===== src/rtl/spi_ram.sv =====
// Single-port byte memory behind an SPI slave: decodes 10-bit command words,
// keeps auto-incrementing write/read pointers and hands read bytes back for MISO.
module spi_ram #(
    parameter int MEM_DEPTH = 256,
    parameter int ADDR_SIZE = 8
) (
    input  logic       clk,
    input  logic       rst_n,
    input  logic [9:0] din,
    input  logic       rx_valid,
    output logic [7:0] dout,
    output logic       tx_valid,
    output logic       err
);

    typedef enum logic {
        IDLE,
        TX_BUSY
    } state_t;

    localparam logic [1:0] CMD_WR_ADDR = 2'b00;
    localparam logic [1:0] CMD_WR_DATA = 2'b01;
    localparam logic [1:0] CMD_RD_ADDR = 2'b10;
    localparam logic [1:0] CMD_RD_DATA = 2'b11;

    localparam logic [8:0]           DEPTH_9   = 9'(MEM_DEPTH);
    localparam logic [ADDR_SIZE-1:0] LAST_ADDR = ADDR_SIZE'(MEM_DEPTH - 1);

    state_t               state, state_next;
    logic [ADDR_SIZE-1:0] wr_ptr, rd_ptr;
    logic                 wr_ok, rd_ok;
    logic [7:0]           mem [MEM_DEPTH];

    logic [1:0]           cmd;
    logic [7:0]           payload;
    logic                 addr_legal;
    logic                 wr_accept;
    logic                 rd_accept;
    logic                 reject;

    // Pointers wrap at MEM_DEPTH, not at the power of two above it.
    function automatic logic [ADDR_SIZE-1:0] next_addr(input logic [ADDR_SIZE-1:0] a);
        return (a == LAST_ADDR) ? '0 : a + ADDR_SIZE'(1);
    endfunction

    assign cmd        = din[9:8];
    assign payload    = din[7:0];
    assign addr_legal = ({1'b0, payload} < DEPTH_9);
    assign wr_accept  = rx_valid && (cmd == CMD_WR_DATA) && wr_ok;
    assign rd_accept  = rx_valid && (cmd == CMD_RD_DATA) && rd_ok;
    assign tx_valid   = (state == TX_BUSY);

    always_comb begin
        reject = 1'b0;
        if (rx_valid) begin
            case (cmd)
                CMD_WR_ADDR: reject = !addr_legal;
                CMD_WR_DATA: reject = !wr_ok;
                CMD_RD_ADDR: reject = !addr_legal;
                default:     reject = !rd_ok;
            endcase
        end
    end

    // Any consumed word ends the current transmit; only an accepted read re-arms it.
    always_comb begin
        state_next = state;
        if (rx_valid) begin
            state_next = rd_accept ? TX_BUSY : IDLE;
        end
    end

    always_ff @(posedge clk or negedge rst_n) begin
        if (!rst_n) begin
            state <= IDLE;
        end else begin
            state <= state_next;
        end
    end

    always_ff @(posedge clk or negedge rst_n) begin
        if (!rst_n) begin
            wr_ptr <= '0;
            rd_ptr <= '0;
            wr_ok  <= 1'b0;
            rd_ok  <= 1'b0;
            err    <= 1'b0;
            dout   <= '0;
        end else begin
            err <= reject;
            if (rx_valid) begin
                case (cmd)
                    CMD_WR_ADDR: begin
                        wr_ok <= addr_legal;
                        if (addr_legal) begin
                            wr_ptr <= payload[ADDR_SIZE-1:0];
                        end
                    end
                    CMD_WR_DATA: begin
                        if (wr_ok) begin
                            wr_ptr <= next_addr(wr_ptr);
                        end
                    end
                    CMD_RD_ADDR: begin
                        rd_ok <= addr_legal;
                        if (addr_legal) begin
                            rd_ptr <= payload[ADDR_SIZE-1:0];
                        end
                    end
                    default: begin
                        if (rd_ok) begin
                            dout   <= mem[rd_ptr];
                            rd_ptr <= next_addr(rd_ptr);
                        end
                    end
                endcase
            end
        end
    end

    // Storage is deliberately left out of reset so it maps onto plain RAM.
    always_ff @(posedge clk) begin
        if (wr_accept) begin
            mem[wr_ptr] <= payload;
        end
    end

endmodule


===== config.mk =====
export PLATFORM = sky130hd
export DESIGN_NAME = spi_ram
export DESIGN_NICKNAME = d
export VERILOG_FILES = /design/src/rtl/spi_ram.sv
export SDC_FILE = /design/constraint.sdc
export NUM_CORES = 2
export LEC_CHECK = 0
export BUFFER_PORTS_ARGS = -buffer_cell sky130_fd_sc_hd__buf_2
export CORE_ASPECT_RATIO = 0.5
export CORE_MARGIN = 8
export CORE_UTILIZATION = 57
export DETAILED_ROUTE_END_ITERATION = 10
export GPL_TIMING_DRIVEN = 0
export PLACE_DENSITY = 0.73
export SYNTH_ARGS = -nofsm -noshare
export SYNTH_HDL_FRONTEND = slang
export SYNTH_SLANG_ARGS = --single-unit

===== constraint.sdc =====
create_clock -name clk -period 2.3 [get_ports clk]
set_clock_uncertainty 0.2 [all_clocks]
set_input_delay 0.23 -clock clk [delete_from_list [all_inputs] [get_ports clk]]
set_output_delay 0.23 -clock clk [all_outputs]
set_load 0.01 [all_outputs]

==> impl_metrics.toml <==
[cts]
clk_pin_slew_ns = 0.08
htree_levels = 4
worstSkewPairLatency_ns = 0.84
clock-sinks = 2076
clock_path_buffers = 3
cts_tree = "built"
cts_buffers = 173
root_buffer = "clkbuf_16"

[die]
rows = 98
core_mm2 = 0.1425
pin_count = 23
start_util_pct = 57.22
die_w_um = 550.9
die_y_um = 283.4
dieArea_mm2 = 0.1561

[sta]
worstMarginPinSlew_ns = 1.227
post-route-period-util_pct = 154.5
setup_ws_ns = -1.253
final_max_slew_viol_count = 0
fmax_ghz = 0.2815
setup-violations-final = 1557
fin_crit_ns = 3.553
rsz0062_at_grt = "yes"
relSlewSlack_pct = 17.83
finalHoldViolCount = 0

[grt]
antenna_found_initial = 20
grt_start_max_net_pins = 172
grt_pass1_vias = 44840
grt_use_total_pct = 33.04
grt_first_pass_wirelength_mm = 355.4
grt-ovfl-total = 0

[placed_design]
dpl_worst_slack_ns = -2.863
placed_cells = 5978
dpl_cell_area_mm2 = 0.08520
portBuffers = 21
place.gp.congestion = 1.001
dpl.hpwl_mm = 166.3

[pwr]
fin_total_pwr_w = 0.09777
p_per_area_mw_per_mm2 = 977.6
p_leak_nw = 31.73
irDropWorstVdd_v = 0.0009219

[outcome]
violations = "setup timing"
status = "complete, but fails checks"

[synth]
seq_area_frac_synth_pct = 76.29
synthesis.nets = 4066
synth_warnings = 0
synthDistinctLibCells = 69
async_reset_ff_share_pct = 1.349
synth_area_leader_cell = "edfxtp_1"
avgSynthCellArea_um2 = 20.14
synth.top_cell.area_share_pct = 75.43
synth_area_leaders = "edfxtp_1 (75%), mux4_2 (10%), mux2i_1 (2.4%)"
synthCells = 4048
synth-edff-count = 2048
netlist_area_mm2 = 0.08153
synth_ff_type = "edfxtp_1"
ys_seq_elements = 2076

[routing]
vias_per_cell = 7.231
drc = 0
wl_per_cell_um = 41.01
dr.pass1.iters = 6
drtIter0Drc = 9251
drt-total-wl_mm = 273.5
vias = 48220
antenna_left = 0

[run]
maxCapViolCount = 0

[cells_and_area]
final_cell_count_no_fill = 6668
layout-drive-gt1-share_pct = 38.25
area_delta_synth_final_pct = 22.67
seq_area_mm2 = 0.06221
multi_input_comb_area_mm2 = 0.02147
fin_nets = 4638
post-route-cell-area_mm2 = 0.1000
n_fill_cell = 8152

[setup_path]
path_max_fanout = 7
path_class = "flip-flop to flip-flop"
worst_ep_arrival_time_ns = 4.08
required_ns = 2.83
startpoint_type = "flip-flop"
crit_path_end_kind = "flip-flop"

[worst_hold_path]
hold_class = "input pin to flip-flop"
-- metrics by stage --
stage / TNS [ns] / utilization [%] / hold slack [ns]
floorplan: -77.64 / - / -0.2656
global placement: -7289.07 / 59.58 / 0.1399
detailed placement: -2727.10 / 59.80 / 0.1472
CTS: -547.48 / 67.71 / 0.08590
global route: -102.60 / 70.18 / 0.03029
finish: -106.69 / 70.20 / 0.04598
-- synthesized netlist by cell type, drive strengths merged, types with 25 or more instances --
master / count
a21oi: 52
nand2: 162
a211oi: 31
nor2: 316
mux2: 51
o21ai: 70
o221ai: 35
a22oi: 25
clkbuf: 89
o22ai: 65
mux4: 404
dfrtp: 28
mux2i: 195
nand3: 39
edfxtp: 2048
nor2b: 25
buf: 158
a221oi: 65
-- cells by family (layout without fill, tap and decap cells) --
group                      after synthesis  in the layout  synth area share [%]
DFF                                   2076           2076                 76.29
muxes                                  650            650                 14.38
and+or+nand+nor                        628            628                 3.344
AOI/OAI and AO/OA                      432            432                 3.789
buffers and inverters                  257            965                 2.122
adders and majority gates                5              5               0.07673
other                                    0             12                     0
-- path summary, 6_finish.rpt --
check / from / end / slack [ns] / cells after the start
max in group asynchronous: rst_n / rd_ptr[2] / 1.41 / 4
worst max-delay path: rd_ptr[0] / dout[7] / -1.25 / 12
worst min register to register: rd_ok / rd_ok / 0.34 / 1
min in group asynchronous: rst_n / rd_ptr[7] / 0.26 / 4
worst min-delay path: din[8] / wr_ok / 0.05 / 3
worst max register to register: rd_ptr[0] / dout[7] / -1.25 / 12
-- where the power goes --
part	total (W)	internal, W	switching (W)
Sequential	0.0419	0.0417	0.000230
Clock	0.0291	0.0151	0.0140
Combinational	0.0267	0.00996	0.0168
Total	0.0978	0.0668	0.0310
-- critical path, stage by stage (launching register included) --
cell and delay (ns):
dfrtp_2 0.52, buf_12 0.19, buf_16 0.15, buf_16 0.16
buf_16 0.19, buf_16 0.16, mux4_2 0.39, nor2_2 0.06
nand2_4 0.14, o2111ai_4 0.15, a21oi_4 0.31, nand4_1 0.50
nand3_1 0.25
-- placed cells by master (no fill, tap or decap), drive strengths merged, types with 11 or more instances in the layout --
master       synthesis  layout
mux2i              195     195
o221ai              35      35
inv                  8      15
a22o                18      18
nand4               13      13
clkbuf              89     267
mux4               404     404
nand2              162     162
a211oi              31      31
dlygate4sd3          0      17
o21ai               70      70
nand3               39      39
dfrtp               28      28
a221oi              65      65
nor3                15      15
mux2                51      51
diode                0      12
nor2               316     316
or3                 11      11
edfxtp            2048    2048
buf                158     568
o22ai               65      65
a21oi               52      52
clkinv               0      82
a22oi               25      25
a31oi               20      20
nor2b               25      25
-- sequential cells by signal, indices dropped and copies added (netlist names) --
name      count
mem        2048
dout          8
rd_ptr        8
wr_ptr        8
err           1
rd_ok         1
tx_valid      1
wr_ok         1
-- what timing repair did --
item,4_1_cts,5_1_grt
gates resized for setup,854,331
setup endpoints to repair,2068,2067
cloned,6,9
buffers inserted,172,177
pin swaps,140,162
hold buffers,17,2
endpoints found under the hold margin,961,16
-- final cells by class --
cell class              instances  share of cell area, %
plain buffers                 237                  3.484
flip-flops and latches       2076                  62.20
well taps                    1900                  2.377
diodes                         12                0.03002
repair buffers                409                  5.060
inverters                       8                0.03753
clock buffers                 208                  4.534
multi-input cells            1715                  21.46
clock inverters               103                 0.8144
-- routing by layer --
metal  share of wire [%]  routed length (µm)  global-route usage [%]  vias up
met3                  18               47980                   14.91      994
met2                  42              114300                   46.16     4599
met4                 6.7               18230                   15.85       15
met5                0.13                 356                  0.6252        -
li1                    -                   -                       -    17940
met1                  34               92570                   44.33    24660
Note: power is estimated with default switching activity, not from simulation.
